`src/rtl/aes_pkg.sv`:
```
// Shared types and constants for the AES key-expansion arbiter.
//   state_t : arbiter FSM states
//   block_t : 128-bit key/data block
//   REQ_ECU / REQ_DCU : requester indices (encryption / decryption controller)
package aes_pkg;

  typedef enum logic [1:0] {
    IDLE  = 2'd0,
    GRANT = 2'd1,
    RUN   = 2'd2,
    HOLD  = 2'd3
  } state_t;

  typedef logic [127:0] block_t;

  localparam logic REQ_ECU = 1'b0;
  localparam logic REQ_DCU = 1'b1;

endpackage

```
`src/rtl/aes_kx_watchdog.sv`:
```
// Watchdog counter for one key-expansion run.
//   i_clk    : system clock
//   i_rst    : synchronous active-high reset
//   i_clr    : clear count to zero (wins over i_en)
//   i_en     : count one cycle
//   o_expire : high while enabled and the count has reached TIMEOUT-1
module aes_kx_watchdog #(
  parameter int unsigned TIMEOUT = 64,
  parameter int unsigned CNT_W   = $clog2(TIMEOUT + 1)
) (
  input  logic i_clk,
  input  logic i_rst,
  input  logic i_clr,
  input  logic i_en,
  output logic o_expire
);

  localparam logic [CNT_W-1:0] LIMIT = CNT_W'(TIMEOUT - 1);

  logic [CNT_W-1:0] r_cnt;

  // Saturates at LIMIT so a stalled owner can never wrap back to a safe count.
  always_ff @(posedge i_clk) begin
    if (i_rst || i_clr) begin
      r_cnt <= '0;
    end else if (i_en && (r_cnt != LIMIT)) begin
      r_cnt <= r_cnt + CNT_W'(1);
    end
  end

  assign o_expire = i_en && (r_cnt == LIMIT);

endmodule

```
`src/rtl/aes_kx_arbiter.sv`:
```
// Round-robin arbiter/sequencer for the shared AES key-expansion unit.
// Requester 0 is the encryption controller, requester 1 the decryption controller.
//   i_clk, i_rst      : clock, synchronous active-high reset
//   i_req[1:0]        : per-requester ownership request (level)
//   i_req_start[1:0]  : per-requester start_key_exp (level)
//   i_req_key/data    : per-requester 128-bit blocks, [127:0] = ECU, [255:128] = DCU
//   o_grant[1:0]      : one-hot owner, 00 when idle
//   o_req_done[1:0]   : key_expanded routed to the owner only
//   o_err             : one-cycle pulse on watchdog timeout
//   o_kx_start/key/data/abort, i_kx_expanded : expander interface
module aes_kx_arbiter
  import aes_pkg::*;
#(
  parameter int unsigned TIMEOUT = 64
) (
  input  logic         i_clk,
  input  logic         i_rst,
  input  logic [1:0]   i_req,
  input  logic [1:0]   i_req_start,
  input  logic [255:0] i_req_key,
  input  logic [255:0] i_req_data,
  output logic [1:0]   o_grant,
  output logic [1:0]   o_req_done,
  output logic         o_err,
  output logic         o_kx_start,
  output logic [127:0] o_kx_key,
  output logic [127:0] o_kx_data,
  output logic         o_kx_abort,
  input  logic         i_kx_expanded
);

  localparam int unsigned CNT_W = $clog2(TIMEOUT + 1);

  state_t r_state, w_state_d;
  logic   r_owner, w_owner_d;
  logic   r_rr, w_rr_d;     // requester served last; the other one wins a tie
  logic   r_start_q;        // owner's start from the previous cycle, for HOLD re-start

  logic   w_own_req, w_own_start;
  block_t w_own_key, w_own_data;
  logic   w_in_run, w_expire;
  logic   w_done, w_abort, w_err;

  assign w_own_req   = r_owner ? i_req[REQ_DCU]       : i_req[REQ_ECU];
  assign w_own_start = r_owner ? i_req_start[REQ_DCU] : i_req_start[REQ_ECU];
  assign w_own_key   = r_owner ? i_req_key[255:128]   : i_req_key[127:0];
  assign w_own_data  = r_owner ? i_req_data[255:128]  : i_req_data[127:0];
  assign w_in_run    = (r_state == RUN);

  // Count restarts from zero on every entry into RUN.
  aes_kx_watchdog #(
    .TIMEOUT (TIMEOUT),
    .CNT_W   (CNT_W)
  ) u_watchdog (
    .i_clk    (i_clk),
    .i_rst    (i_rst),
    .i_clr    (!w_in_run),
    .i_en     (w_in_run),
    .o_expire (w_expire)
  );

  always_comb begin
    w_state_d = r_state;
    w_owner_d = r_owner;
    w_rr_d    = r_rr;
    w_done    = 1'b0;
    w_abort   = 1'b0;
    w_err     = 1'b0;
    case (r_state)
      IDLE: begin
        if (i_req != 2'b00) begin
          w_owner_d = (i_req == 2'b11) ? ~r_rr : i_req[REQ_DCU];
          w_state_d = GRANT;
        end
      end
      GRANT: begin
        if (!w_own_req) begin
          w_state_d = IDLE;
          w_rr_d    = r_owner;
        end else if (w_own_start) begin
          w_state_d = RUN;
        end
      end
      RUN: begin
        // Completion beats a same-cycle release or timeout.
        if (i_kx_expanded) begin
          w_done    = 1'b1;
          w_state_d = HOLD;
        end else if (!w_own_req) begin
          w_abort   = 1'b1;
          w_state_d = IDLE;
          w_rr_d    = r_owner;
        end else if (w_expire) begin
          w_abort   = 1'b1;
          w_err     = 1'b1;
          w_state_d = IDLE;
          w_rr_d    = r_owner;
        end
      end
      HOLD: begin
        if (!w_own_req) begin
          w_state_d = IDLE;
          w_rr_d    = r_owner;
        end else if (w_own_start && !r_start_q) begin
          w_state_d = RUN;
        end
      end
      default: begin
        w_state_d = IDLE;
      end
    endcase
  end

  always_ff @(posedge i_clk) begin
    if (i_rst) begin
      r_state   <= IDLE;
      r_owner   <= REQ_ECU;
      r_rr      <= REQ_DCU;
      r_start_q <= 1'b0;
    end else begin
      r_state   <= w_state_d;
      r_owner   <= w_owner_d;
      r_rr      <= w_rr_d;
      r_start_q <= w_own_start;
    end
  end

  assign o_grant    = (r_state == IDLE) ? 2'b00 : (r_owner ? 2'b10 : 2'b01);
  assign o_req_done = w_done ? o_grant : 2'b00;
  // A reset in progress suppresses the abort/error pulses.
  assign o_kx_abort = w_abort && !i_rst;
  assign o_err      = w_err && !i_rst;
  // Start is masked in an abort cycle so the expander never sees both together.
  assign o_kx_start = w_in_run && w_own_start && !w_abort;
  assign o_kx_key   = (r_state == IDLE) ? '0 : w_own_key;
  assign o_kx_data  = (r_state == IDLE) ? '0 : w_own_data;

endmodule

```
`config.mk`:
```
export PLATFORM = sky130hd
export DESIGN_NAME = aes_kx_arbiter
export DESIGN_NICKNAME = d
export VERILOG_FILES = /design/src/rtl/aes_pkg.sv /design/src/rtl/aes_kx_watchdog.sv /design/src/rtl/aes_kx_arbiter.sv
export SDC_FILE = /design/constraint.sdc
export NUM_CORES = 1
export LEC_CHECK = 0
export ABC_AREA = 1
export CORE_AREA = 2 2 300 302
export CTS_CLUSTER_SIZE = 20
export DETAILED_ROUTE_END_ITERATION = 10
export DIE_AREA = 0 0 302 304
export PLACE_DENSITY = 0.37
export SLEW_MARGIN = 20
export SYNTH_ARGS = -nofsm -noshare
export SYNTH_HDL_FRONTEND = slang
export SYNTH_SLANG_ARGS = --single-unit
export TNS_END_PERCENT = 20
```
`constraint.sdc`:
```
create_clock -name i_clk -period 1.8 [get_ports i_clk]
set_input_delay 0.18 -clock i_clk [delete_from_list [all_inputs] [get_ports i_clk]]
set_output_delay 0.18 -clock i_clk [all_outputs]
set_load 0.05 [all_outputs]
```
==> metrics <==
post-synth top area share 65.7%; Setup Skew 1.98 ps; Post-Syn Area per Cell 8.05 um2; WS Path Type flip-flop to primary output; GRT Resource Usage Total 13.7%; sequential share of the synthesized area 7.04%; peak supply drop 0.000714 V; Slew Limit Fails 0; post-route ant nets 0; final worst-path cycle share 109%; layout cells sized above 1 49.0%; CP arrival 1780 ps; Worst Path Required 1620 ps; Final Wtd Congestion 0.912; CP peak stage delay 350 ps; post-route insts no fill 2432; iteration count of the initial detailed-routing pass 4; endpoints failing setup 245; vias in the first global route 8258; num ports 782; Worst setup SP type flip-flop; Fin. Hold Viols 0; Root Driver clkbuf_16; worst skew pair latency 240 ps; Hold Path Origin u_watchdog.r_cnt[6]$_SDFFE_PP0P_; hold_buf cts 0; via count 7639; DRC Markers 0; Final Cell Area 18600 um2; Pwr Density 1550 nW/um2; final worst-path setup slack -164 ps; Die Wd 302 um; status finished with violations; TritonCTS clock tree built; first-pass GRT wire length 83000 um; net count after synthesis 944; largest net degree at the start of global routing 30; CP cell instances inv_6 -> a21oi_4 -> buf_12 -> buf_16 -> buf_16 -> buf_6 -> a22o_4 -> buf_12; DIE AREA 91800 um2; HPWL Detailed 58500 um; Synth Instances 424; worst-margin pin slew 391 ps; # nets final 1774; Hold EP u_watchdog.r_cnt[6]$_SDFFE_PP0P_; CP max FO 7; port bufs 781; FF+latch count, synth 12; die height 304 um; Yosys cell types 23; Place WS -348 ps; Avg Vias per Cell 3.14; CP max-delay cell dfxtp_4; starting density of the core 3.83%; # placed instances 2386; r2r worst-path depth 9; Synth area leader a22o_1; initial antenna violation count 16; wire per inst 28.0 um; first-iteration detailed-routing DRC count 306; DRT Wirelength 68100 um; Layout area overhead 445%; total gr overflow 0; placement-stage cell area 15500 um2; Clock Pin Slew Worst Setup and Hold Paths 40 ps; Hold Path Cell Cnt 2; Sink Count 12; core area 89000 um2; violated checks setup timing; crit path time final 1960 ps; H-tree depth 1; Syn Std Cell Area 3410 um2; kind of path behind the tightest hold check flip-flop to flip-flop; reg2reg end r_state[1]$_SDFFE_PP0P_; CTS Buf Count 3; clk buf depth 2; number of max-cap violations 0; Pleak 7.47 nW; slack of the worst reg-to-reg path 310 ps; Syn. warnings 0; fmax 509 MHz; reg2reg start r_owner$_SDFFE_PP0P_; CP Capture Type primary output; Slew headroom 73.9%; dominant cells by area after synthesis a22o_1, buf_6, dfxtp_1; Rows 110; RSZ-0062 raised after global routing yes; Hold Slack 460 ps
==> where the power goes <==
part / internal [W] / switching, W / leakage [nW]
Clock: 0.000335 / 0.000118 / 0.0442
Sequential: 0.000309 / 0.0000398 / 0.101
Combinational: 0.0136 / 0.0144 / 7.33
Total: 0.0143 / 0.0146 / 7.47
==> worst max path at each step <==
stage	cells after the start	startpoint	slack (ps)	end
after CTS	8	r_state[1]$_SDFFE_PP0P_	-220	o_kx_data[123]
after floorplan	8	u_watchdog.r_cnt[0]$_SDFFE_PP0P_	-280	o_kx_start
after global routing	8	r_state[0]$_SDFFE_PP0P_	-210	o_kx_key[38]
final	8	r_state[1]$_SDFFE_PP0P_	-160	o_kx_key[97]
after detailed placement	8	r_state[1]$_SDFFE_PP0P_	-350	o_kx_data[66]
after global placement	8	r_state[0]$_SDFFE_PP0P_	-400	o_kx_data[66]
==> layout by cell type, fill, tap and decap left out, drive strengths merged <==
cell / count
a211oi: 3
a21oi: 9
a22o: 256
a31oi: 2
buf: 356
clkbuf: 12
clkdlybuf4s50: 518
dfxtp: 12
diode: 3
ha: 1
inv: 20
nand2: 30
nand3: 7
nor2: 18
nor3: 2
nor4: 1
o21ai: 5
xor2: 1
==> metrics by stage <==
step	TNS, ps	power (W)	util [%]
detailed placement	-10580	0.0240	17.4
global route	-34070	0.0297	20.9
floorplan	-424	0.0107	-
global placement	-19310	0.0241	17.4
CTS	-34860	0.0266	18.9
finish	-18860	0.0289	20.9
==> per-layer routing <==
layer / vias to the layer above / GRT usage [%] / wire length (um)
li1: 3444 / - / -
met1: 3702 / 17.0 / 28100
met2: 443 / 21.8 / 30300
met3: 30 / 7.52 / 9190
met4: 20 / 0.725 / 309
met5: - / 0 / 121
==> synth_stat cells (all sizes together) <==
| cell type | count |
|---|---|
| a211oi | 3 |
| a21oi | 9 |
| a22o | 256 |
| a31oi | 2 |
| buf | 57 |
| dfxtp | 12 |
| ha | 1 |
| inv | 20 |
| nand2 | 30 |
| nand3 | 7 |
| nor2 | 18 |
| nor3 | 2 |
| nor4 | 1 |
| o21ai | 5 |
| xor2 | 1 |
==> layout make-up <==
type	instances	area [um2]
Sequential cell	12	254
Fill cell	9513	70500
Clock buffer	4	88.8
Tap cell	1176	1470
Timing Repair Buffer	882	12000
Inverter	20	98.8
Multi-Input combinational cell	335	4630
Antenna cell	3	7.51
==> cell families (layout without fill, tap and decap cells) <==
kind of cell             after synthesis  after routing  synth area share, %
AND/OR/NAND/NOR                       58             58                 7.15
flip-flops                            12             12                 7.04
other                                  0              3                    0
AO/OA/AOI/OAI                        275            275                 69.1
buffers and inverters                 77            906                 16.1
adder cells (fa/ha/maj)                1              1                0.367
XOR/XNOR                               1              1                0.257
==> sequential cells by signal, summed over array words and instances, names as in the netlist <==
name	cells
r_rr	1
r_owner	1
r_start_q	1
u_watchdog.r_cnt	7
r_state	2
==> critical path: cells and delay by family (launching register included) <==
kind                   cells  cell delay, ps
AO/OA/AOI/OAI              2             360
buffers and inverters      6             800
flip-flops                 1             350
==> repair_timing <==
item / 4_1_cts / 5_1_grt
hold endpoints to repair: 0 / 0
buffers inserted: 10 / 14
resized for setup: 156 / 198
cloned: 9 / 9
pin swaps: 14 / 25
endpoints found under the setup margin: 260 / 259
Note: power is estimated with default switching activity, not from simulation.
